===== config.mk =====
export PLATFORM = sky130hd
export DESIGN_NAME = multi_pattern_seq_detector
export DESIGN_NICKNAME = d
export VERILOG_FILES = /design/src/rtl/multi_pattern_seq_detector.sv
export SDC_FILE = /design/constraint.sdc
export NUM_CORES = 1
export LEC_CHECK = 0
export ABC_CLOCK_PERIOD_IN_PS = 3200
export BUFFER_PORTS_ARGS = -buffer_cell sky130_fd_sc_hd__buf_4
export CELL_PAD_IN_SITES_DETAIL_PLACEMENT = 0
export CELL_PAD_IN_SITES_GLOBAL_PLACEMENT = 1
export CORE_AREA = 3 3 150 123
export CTS_CLUSTER_DIAMETER = 30
export DETAILED_ROUTE_END_ITERATION = 8
export DIE_AREA = 0 0 153 126
export PLACE_DENSITY = 0.58
export SLEW_MARGIN = 25
export SYNTH_ARGS = -nofsm -noshare
export SYNTH_HDL_FRONTEND = slang
export SYNTH_SLANG_ARGS = --single-unit

===== constraint.sdc =====
create_clock -name clk -period 3.2 [get_ports clk]
set_clock_uncertainty 0.1 [all_clocks]
set_input_delay 0.16 -clock clk [delete_from_list [all_inputs] [get_ports clk]]
set_output_delay 0.16 -clock clk [all_outputs]
set_load 0.005 [all_outputs]

===== src/rtl/multi_pattern_seq_detector.sv =====
// Serial bit-stream detector: matches the last PAT_W sampled bits against NUM_PAT
// programmable patterns, paced by an internal clock-enable tick divider.
module multi_pattern_seq_detector #(
    parameter int PAT_W    = 4,
    parameter int NUM_PAT  = 3,
    parameter int TICK_DIV = 50_000_000,
    parameter int CNT_W    = 16,
    localparam int ID_W    = (NUM_PAT > 1) ? $clog2(NUM_PAT) : 1
) (
    input  logic                       clk,
    input  logic                       reset,
    input  logic                       in_bit,
    input  logic [NUM_PAT*PAT_W-1:0]   pat_cfg,
    input  logic [NUM_PAT-1:0]         pat_en,
    input  logic                       overlap,
    input  logic                       clr_cnt,
    output logic                       tick,
    output logic [NUM_PAT-1:0]         match_vec,
    output logic                       y,
    output logic                       match_stb,
    output logic [ID_W-1:0]            last_id,
    output logic [NUM_PAT*CNT_W-1:0]   match_cnt
);

    localparam int DIV_W  = (TICK_DIV > 1) ? $clog2(TICK_DIV) : 1;
    localparam int FILL_W = $clog2(PAT_W);

    typedef enum logic {
        FILLING = 1'b0,
        ARMED   = 1'b1
    } fill_state_t;

    function automatic logic [CNT_W-1:0] sat_inc(input logic [CNT_W-1:0] c);
        return (c == {CNT_W{1'b1}}) ? c : c + 1'b1;
    endfunction

    logic [DIV_W-1:0]  div_cnt;
    logic [PAT_W-2:0]  hist, hist_next;
    logic [FILL_W-1:0] fill, fill_next;
    fill_state_t       state, state_next;
    logic [PAT_W-1:0]  window;
    logic [NUM_PAT-1:0] hit;
    logic [ID_W-1:0]   first_id;
    logic [CNT_W-1:0]  cnt [NUM_PAT];

    // Tick divider: tick is registered and asserted on the wrap of the count
    always_ff @(posedge clk or posedge reset) begin
        if (reset) begin
            div_cnt <= '0;
            tick    <= 1'b0;
        end else if (div_cnt == DIV_W'(TICK_DIV - 1)) begin
            div_cnt <= '0;
            tick    <= 1'b1;
        end else begin
            div_cnt <= div_cnt + 1'b1;
            tick    <= 1'b0;
        end
    end

    assign window = {hist, in_bit};

    always_comb begin
        hit = '0;
        for (int i = 0; i < NUM_PAT; i++) begin
            hit[i] = pat_en[i] && (state == ARMED) &&
                     (window == pat_cfg[i*PAT_W +: PAT_W]);
        end
    end

    always_comb begin
        first_id = '0;
        for (int i = NUM_PAT - 1; i >= 0; i--) begin
            if (hit[i]) begin
                first_id = ID_W'(i);
            end
        end
    end

    // Fill tracker and history register
    always_ff @(posedge clk or posedge reset) begin
        if (reset) begin
            state <= FILLING;
            fill  <= '0;
            hist  <= '0;
        end else begin
            state <= state_next;
            fill  <= fill_next;
            hist  <= hist_next;
        end
    end

    // Non-overlapping mode discards all history on a match so the next one needs fresh bits
    always_comb begin
        state_next = state;
        fill_next  = fill;
        hist_next  = hist;
        if (tick) begin
            if (!overlap && (|hit)) begin
                state_next = FILLING;
                fill_next  = '0;
                hist_next  = '0;
            end else begin
                hist_next = window[PAT_W-2:0];
                if (fill != FILL_W'(PAT_W - 1)) begin
                    fill_next = fill + 1'b1;
                end
                state_next = (fill_next == FILL_W'(PAT_W - 1)) ? ARMED : FILLING;
            end
        end
    end

    always_ff @(posedge clk or posedge reset) begin
        if (reset) begin
            match_vec <= '0;
            y         <= 1'b0;
            match_stb <= 1'b0;
            last_id   <= '0;
        end else begin
            match_stb <= 1'b0;
            if (tick) begin
                match_vec <= hit;
                y         <= |hit;
                match_stb <= |hit;
                if (|hit) begin
                    last_id <= first_id;
                end
            end
        end
    end

    // Clear takes priority over a coincident increment
    always_ff @(posedge clk or posedge reset) begin
        if (reset) begin
            for (int i = 0; i < NUM_PAT; i++) begin
                cnt[i] <= '0;
            end
        end else begin
            for (int i = 0; i < NUM_PAT; i++) begin
                if (clr_cnt) begin
                    cnt[i] <= '0;
                end else if (tick && hit[i]) begin
                    cnt[i] <= sat_inc(cnt[i]);
                end
            end
        end
    end

    always_comb begin
        match_cnt = '0;
        for (int i = 0; i < NUM_PAT; i++) begin
            match_cnt[i*CNT_W +: CNT_W] = cnt[i];
        end
    end

endmodule


==> flow_metrics.py, run 1 <==
metrics = {
    "outcome": {
        "run_status": "finished, final reports clean",
    },
    "worst_setup_path": {
        "crit_family": "simple AND/OR/NAND/NOR gates",
        "crit_path_end": "match_cnt[12]",
        "timing.reg2reg.worst_path_depth": 5,
        "timing.critical_path.arrival_ns": 2.66,
        "critical_path_cell_count": 5,
        "rr_endpoint": "match_cnt[12]",
        "regToRegStartpoint": "hist[1]",
        "crit_path_category": "reg2reg",
        "crit_required_ns": 3.37,
        "timing.reg2reg.setup_slack_ns": 0.71,
        "cp_num_buf_inv": 0,
        "critPathLaunchType": "flip-flop",
        "startpoint": "hist[1]",
        "timing.critical_path.fanout_max": 24,
        "maximum_single_stage_delay_on_the_critical_path_ns": 0.69,
        "worst_path_max_delay_cell": "sky130_fd_sc_hd__or4_2",
        "timing.critical_path.cells": "xor2_1 > nor3_2 > nand3_2 > or4_2 > a21oi_1",
        "timing.critical_path.to_type": "flip-flop",
    },
    "layout": {
        "fillCellCount": 1766,
        "design.final.nets": 583,
        "final_layout_size_suffix_gt1_frac": 0.220,
        "utilization": 0.340,
        "layout.cells.most_common": "sky130_fd_sc_hd__dfrtp_1",
        "syn2layout_area_growth_pct": 23.3,
        "instances_no_fill": 789,
        "mostFrequentLayoutCells": "sky130_fd_sc_hd__dfrtp_1, sky130_fd_sc_hd__buf_4, sky130_fd_sc_hd__nor2_1",
        "antenna-diode-count": 0,
        "design_area_mm2": 0.00584,
    },
    "power": {
        "total_power_mw": 2.32,
        "power.leakage_nw": 2.41,
        "power.density_mw_per_mm2": 397,
        "peakVddDrop_v": 0.000238,
    },
    "synth": {
        "yosysSeqAreaShare": 0.465,
        "synth_nets": 511,
        "synth-edff-count": 0,
        "postSynthCellCount": 487,
        "dominantRegCellSynth": "sky130_fd_sc_hd__dfrtp_1",
        "synthesis.area_per_instance_um2": 9.73,
        "yosysWarnings": 0,
        "synth-async-reset-ratio": 1.00,
        "synth_seq_cells": 88,
        "synth.distinct_cells": 55,
        "syn-cell-area_mm2": 0.00474,
    },
    "floorplanning": {
        "start_util": 0.276,
        "area_of_the_die_mm2": 0.0193,
        "core.rowCount": 43,
        "core_region_area_mm2": 0.0172,
        "die_width_um": 153,
        "design.portCount": 76,
        "die_height_um": 126,
    },
    "global_route": {
        "grt_util_met1": 0.187,
        "grt.met3_usage": 0.0371,
        "grt_antenna_before_repair": 0,
        "overall_overflow_remaining_after_global_route": 0,
        "grt_use_total": 0.133,
        "largest_net_degree_at_the_start_of_global_routing": 56,
        "first_pass_grt_wire_length_um": 20700,
        "busiest_layer": "met2",
        "number_of_global_route_vias_before_repair": 3918,
        "use_met2": 0.201,
    },
    "clock_tree": {
        "clock_tree.root_cell": "sky130_fd_sc_hd__clkbuf_16",
        "cts_inserted_buffers": 9,
        "clock_sinks": 88,
        "tritoncts": "built",
        "cts.clk_slew.worst_paths_ns": 0.07,
        "htree_levels": 3,
        "clk-insertion-delay-late_ns": 0.35,
        "cts_post_setup_buffers_inserted": 0,
        "hold_buffers": 1,
        "cts_buffer_depth": 2,
        "quantity_of_gates_resized_following_cts": 0,
    },
    "sta": {
        "finalHoldViolations": 0,
        "fmax_mhz": 402,
        "fin_max_slew_vios": 0,
        "grt_setup_unrepaired": "false",
        "worst_slew_pin_slew_ns": 0.799,
        "hold_ws_ns": 0.0246,
        "finalSetupViolCount": 0,
        "final_min_period_over_clock_period": 0.777,
        "final.setup.worst_slack_ns": 0.714,
        "setup-tns-final_ns": 0,
        "worst_slew_margin_rel": 0.467,
        "final.min_clock_period_ns": 2.49,
    },
    "placed_design": {
        "post-dp-hpwl_um": 8980,
        "placed_cells_incl_taps": 772,
        "gp_congestion": 0.750,
        "placement_stage_cell_area_mm2": 0.00552,
        "io_buffer_count": 75,
        "placement.setup.worst_slack_ns": 0.733,
    },
    "detailed_routing": {
        "wl_per_cell_um": 16.0,
        "drtAntennaViolNets": 0,
        "drt_pass1_iterations": 4,
        "detail_routed_via_count_per_cell": 5.01,
        "dr.first_iter.drc_count": 195,
        "drc": 0,
        "wirelength_um": 12700,
        "detailroute.via_count": 3952,
    },
    "worst_hold_path": {
        "worst_hold_path_type": "in2reg",
    },
    "job": {
        "cap_violations": 0,
    },
}
## state kept, by name, indices dropped and copies added, names as in the netlist
name,count
match_cnt,48
div_cnt,26
hist,3
match_vec,3
fill,2
last_id,2
match_stb,1
state,1
tick,1
y,1
## layer usage
metal	vias up	part of all wire	wire, µm
met5	-	0	0
met4	0	0.013	159
met3	13	0.038	481
met2	64	0.44	5550
met1	1945	0.51	6460
li1	1930	-	-
## layout make-up
class	count	area, µm²	area share
Multi-Input combinational cell	365	2370	0.406
Inverter	14	53.8	0.00921
Sequential cell	88	2200	0.377
Clock inverter	4	51.3	0.00878
Clock buffer	12	256	0.0439
Timing Repair Buffer	81	623	0.107
Tap cell	225	282	0.0482
## worst register-to-register path, cell delays in order (launching register included)
cell and delay, ns:
sky130_fd_sc_hd__dfrtp_1 0.44, sky130_fd_sc_hd__xor2_1 0.19, sky130_fd_sc_hd__nor3_2 0.36, sky130_fd_sc_hd__nand3_2 0.48
sky130_fd_sc_hd__or4_2 0.69, sky130_fd_sc_hd__a21oi_1 0.15
## how the worst min path moves through the flow
stage            from  cells after the start       endpoint  slack (ns)
2_1_floorplan  in_bit                      2        hist[0]        0.22
3_3_place_gp    reset                      2  match_cnt[21]        0.26
3_5_place_dp    reset                      2  match_cnt[19]        0.25
4_1_cts        in_bit                      3        hist[0]        0.02
5_1_grt        in_bit                      3        hist[0]        0.04
6_report       in_bit                      3        hist[0]        0.02
## report_power, final
part / total [mW] / internal [mW] / switching (mW)
clock network: 1.11 / 0.651 / 0.464
registers: 1.12 / 1.11 / 0.00224
logic: 0.0881 / 0.0299 / 0.0582
total: 2.32 / 1.79 / 0.524
## Yosys cell counts (3+ instances only)
master | number | share of area
sky130_fd_sc_hd__ha_1 | 4 | 0.011
sky130_fd_sc_hd__nor2_1 | 50 | 0.040
sky130_fd_sc_hd__or3_1 | 9 | 0.012
sky130_fd_sc_hd__buf_6 | 4 | 0.0095
sky130_fd_sc_hd__nor3_2 | 3 | 0.0063
sky130_fd_sc_hd__and4_1 | 6 | 0.011
sky130_fd_sc_hd__o21ai_0 | 11 | 0.012
sky130_fd_sc_hd__a21oi_1 | 32 | 0.034
sky130_fd_sc_hd__and3_1 | 16 | 0.021
sky130_fd_sc_hd__nor4_1 | 6 | 0.0079
sky130_fd_sc_hd__nor4_2 | 6 | 0.016
sky130_fd_sc_hd__o31ai_1 | 19 | 0.030
sky130_fd_sc_hd__o21ai_1 | 3 | 0.0032
sky130_fd_sc_hd__xnor2_1 | 20 | 0.037
sky130_fd_sc_hd__mux2i_1 | 7 | 0.015
sky130_fd_sc_hd__clkbuf_1 | 10 | 0.0079
sky130_fd_sc_hd__nand3_1 | 31 | 0.033
sky130_fd_sc_hd__mux2_2 | 5 | 0.012
sky130_fd_sc_hd__dfrtp_1 | 88 | 0.46
sky130_fd_sc_hd__or4_1 | 18 | 0.029
sky130_fd_sc_hd__nor2b_1 | 10 | 0.013
sky130_fd_sc_hd__nand2_1 | 27 | 0.021
sky130_fd_sc_hd__inv_1 | 14 | 0.011
sky130_fd_sc_hd__nand3_2 | 3 | 0.0063
sky130_fd_sc_hd__buf_2 | 5 | 0.0053
sky130_fd_sc_hd__nor3_1 | 8 | 0.0084
sky130_fd_sc_hd__a211oi_1 | 3 | 0.0048
sky130_fd_sc_hd__nand4_1 | 19 | 0.025
sky130_fd_sc_hd__xor2_1 | 17 | 0.031
## logic make-up after synthesis
| logic type | synth area share |
|---|---|
| simple gates | 0.280 |
| flops | 0.465 |
| compound gates | 0.104 |
| xor+xnor | 0.0684 |
| buf+inv | 0.0346 |
| mux | 0.0378 |
| fa+ha+maj | 0.0106 |
Note: power is estimated with default switching activity, not from simulation.
==> inputs of run 2 (changes only) <==
- ABC_CLOCK_PERIOD_IN_PS: 3200 -> 2200
- PLACE_DENSITY: 0.58 -> 0.6
- clock period: 3.2 -> 2.2 ns (I/O delays scaled with it)
==> flow_metrics.py, run 2 (synthesis gave the netlist of run 1 again) <==
metrics = {
    "sta": {
        "fmax_mhz": 475,
        "finalHoldViolations": 0,
        "grt_setup_unrepaired": "false",
        "worst_slew_margin_rel": 0.529,
        "final.min_clock_period_ns": 2.11,
        "fin_max_slew_vios": 0,
        "final_min_period_over_clock_period": 0.957,
        "worst_slew_pin_slew_ns": 0.706,
        "hold_ws_ns": 0.100,
        "finalSetupViolCount": 0,
    },
    "clock_tree": {
        "tritoncts": "built",
        "cts.clk_slew.worst_paths_ns": 0.06,
        "clock_tree.root_cell": "sky130_fd_sc_hd__clkbuf_16",
        "htree_levels": 3,
        "clk-insertion-delay-late_ns": 0.34,
        "clock_sinks": 88,
        "cts_inserted_buffers": 9,
        "cts_buffer_depth": 2,
    },
    "floorplanning": {
        "area_of_the_die_mm2": 0.0193,
        "start_util": 0.276,
        "design.portCount": 76,
        "core_region_area_mm2": 0.0172,
        "die_height_um": 126,
        "die_width_um": 153,
        "core.rowCount": 43,
    },
    "worst_setup_path": {
        "timing.critical_path.arrival_ns": 2.27,
        "critPathLaunchType": "flip-flop",
        "worst_path_max_delay_cell": "sky130_fd_sc_hd__or4_1",
        "timing.critical_path.cells": "xor2_1 > nor3_2 > buf_4 > nand3_4 > buf_4 > or4_1 > a21oi_1",
        "timing.reg2reg.worst_path_depth": 7,
        "timing.critical_path.to_type": "flip-flop",
        "crit_path_category": "reg2reg",
        "crit_required_ns": 2.36,
        "timing.critical_path.fanout_max": 8,
        "rr_endpoint": "match_cnt[9]",
        "regToRegStartpoint": "hist[1]",
        "timing.reg2reg.setup_slack_ns": 0.09,
        "path_common_cell": "sky130_fd_sc_hd__buf_4",
        "maximum_single_stage_delay_on_the_critical_path_ns": 0.47,
    },
    "power": {
        "total_power_mw": 3.52,
        "power.leakage_nw": 2.64,
        "peakVddDrop_v": 0.000402,
        "power.density_mw_per_mm2": 564,
    },
    "global_route": {
        "overall_overflow_remaining_after_global_route": 0,
        "largest_net_degree_at_the_start_of_global_routing": 47,
        "number_of_global_route_vias_before_repair": 4003,
        "first_pass_grt_wire_length_um": 21100,
        "grt_use_total": 0.135,
        "grt_antenna_before_repair": 0,
    },
    "layout": {
        "design_area_mm2": 0.00624,
        "syn2layout_area_growth_pct": 31.7,
        "largest_register_ff_count": 48,
        "antenna-diode-count": 0,
        "mostFrequentLayoutCells": "sky130_fd_sc_hd__buf_4, sky130_fd_sc_hd__dfrtp_1, sky130_fd_sc_hd__nor2_1",
        "instances_no_fill": 829,
        "design.final.nets": 624,
        "layout.cells.most_common": "sky130_fd_sc_hd__buf_4",
        "final_layout_size_suffix_gt1_frac": 0.273,
    },
    "worst_hold_path": {
        "holdPathEnd": "hist[2]",
        "worst_hold_path_type": "in2reg",
        "hold-path-cell-count": 4,
        "timing.hold.worst.start": "overlap",
    },
    "placed_design": {
        "gp_congestion": 0.788,
        "placement_stage_cell_area_mm2": 0.00584,
        "placed_cells_incl_taps": 811,
        "post-dp-hpwl_um": 9500,
        "io_buffer_count": 75,
    },
    "detailed_routing": {
        "drt_pass1_iterations": 4,
        "drc": 0,
        "detailroute.via_count": 4087,
        "detail_routed_via_count_per_cell": 4.93,
        "drtAntennaViolNets": 0,
        "wirelength_um": 12800,
        "dr.first_iter.drc_count": 206,
        "wl_per_cell_um": 15.4,
    },
    "job": {
        "cap_violations": 0,
    },
    "outcome": {
        "run_status": "finished, final reports clean",
    },
}
==> run 2: through the flow <==
stage | worst slack [ns] | setup TNS [ns] | util
after floorplan | 0.158 | 0 | -
after global placement | 0.0693 | 0 | 0.341
after detailed placement | -0.0104 | -0.0104 | 0.341
after CTS | 0.00856 | 0 | 0.361
after global routing | 0.00372 | 0 | 0.364
final | 0.0939 | 0 | 0.364
==> run 2: timing repair <==
| action | CTS | global route |
|---|---|---|
| buffers inserted | 0 | 1 |
| hold buffers | 2 | 0 |
| resized for setup | 0 | 5 |
| pin swaps | 2 | 1 |
| gates cloned | 0 | 0 |
| hold endpoints to repair | 28 | 0 |
| endpoints found under the setup margin | 1 | 9 |
==> run 2: how the worst max path moves through the flow <==
| stage | from | end | slack, ns |
|---|---|---|---|
| floorplan | hist[1] | match_cnt[40] | 0.16 |
| detailed placement | hist[1] | match_cnt[9] | -0.01 |
| global route | match_cnt[1] | match_cnt[13] | 0.004 |
| global placement | match_cnt[0] | match_cnt[13] | 0.07 |
| finish | hist[1] | match_cnt[9] | 0.09 |
| CTS | hist[2] | match_cnt[9] | 0.009 |
==> run 2: area by class of cell <==
class	instances	area [µm²]
inverters	14	56.3
well taps	225	282
fillers	1716	10900
repair buffers	122	958
multi-input cells	365	2410
clock buffers	12	246
flip-flops and latches	88	2200
clock inverters	3	90.1
==> run 2: where the power goes <==
group          switching, mW  leakage, nW  internal [mW]
combinational         0.0868         1.31         0.0536
clock                  0.618        0.163           1.14
sequential           0.00324         1.17           1.62
==> run 2: metal layers <==
metal	vias to the layer above	GRT usage	wire length [µm]
met3	9	0.0361	583
met1	1977	0.184	6110
li1	2015	-	-
met5	-	0	0
met4	0	0.0367	168
met2	86	0.214	5940
==> run 2: worst max-delay path, delay by kind of cell (launching register included) <==
kind            cells  cell delay (ns)
compound gates      1             0.17
simple gates        3             0.76
flops               1             0.45
xor+xnor            1             0.20
buf+inv             2             0.34
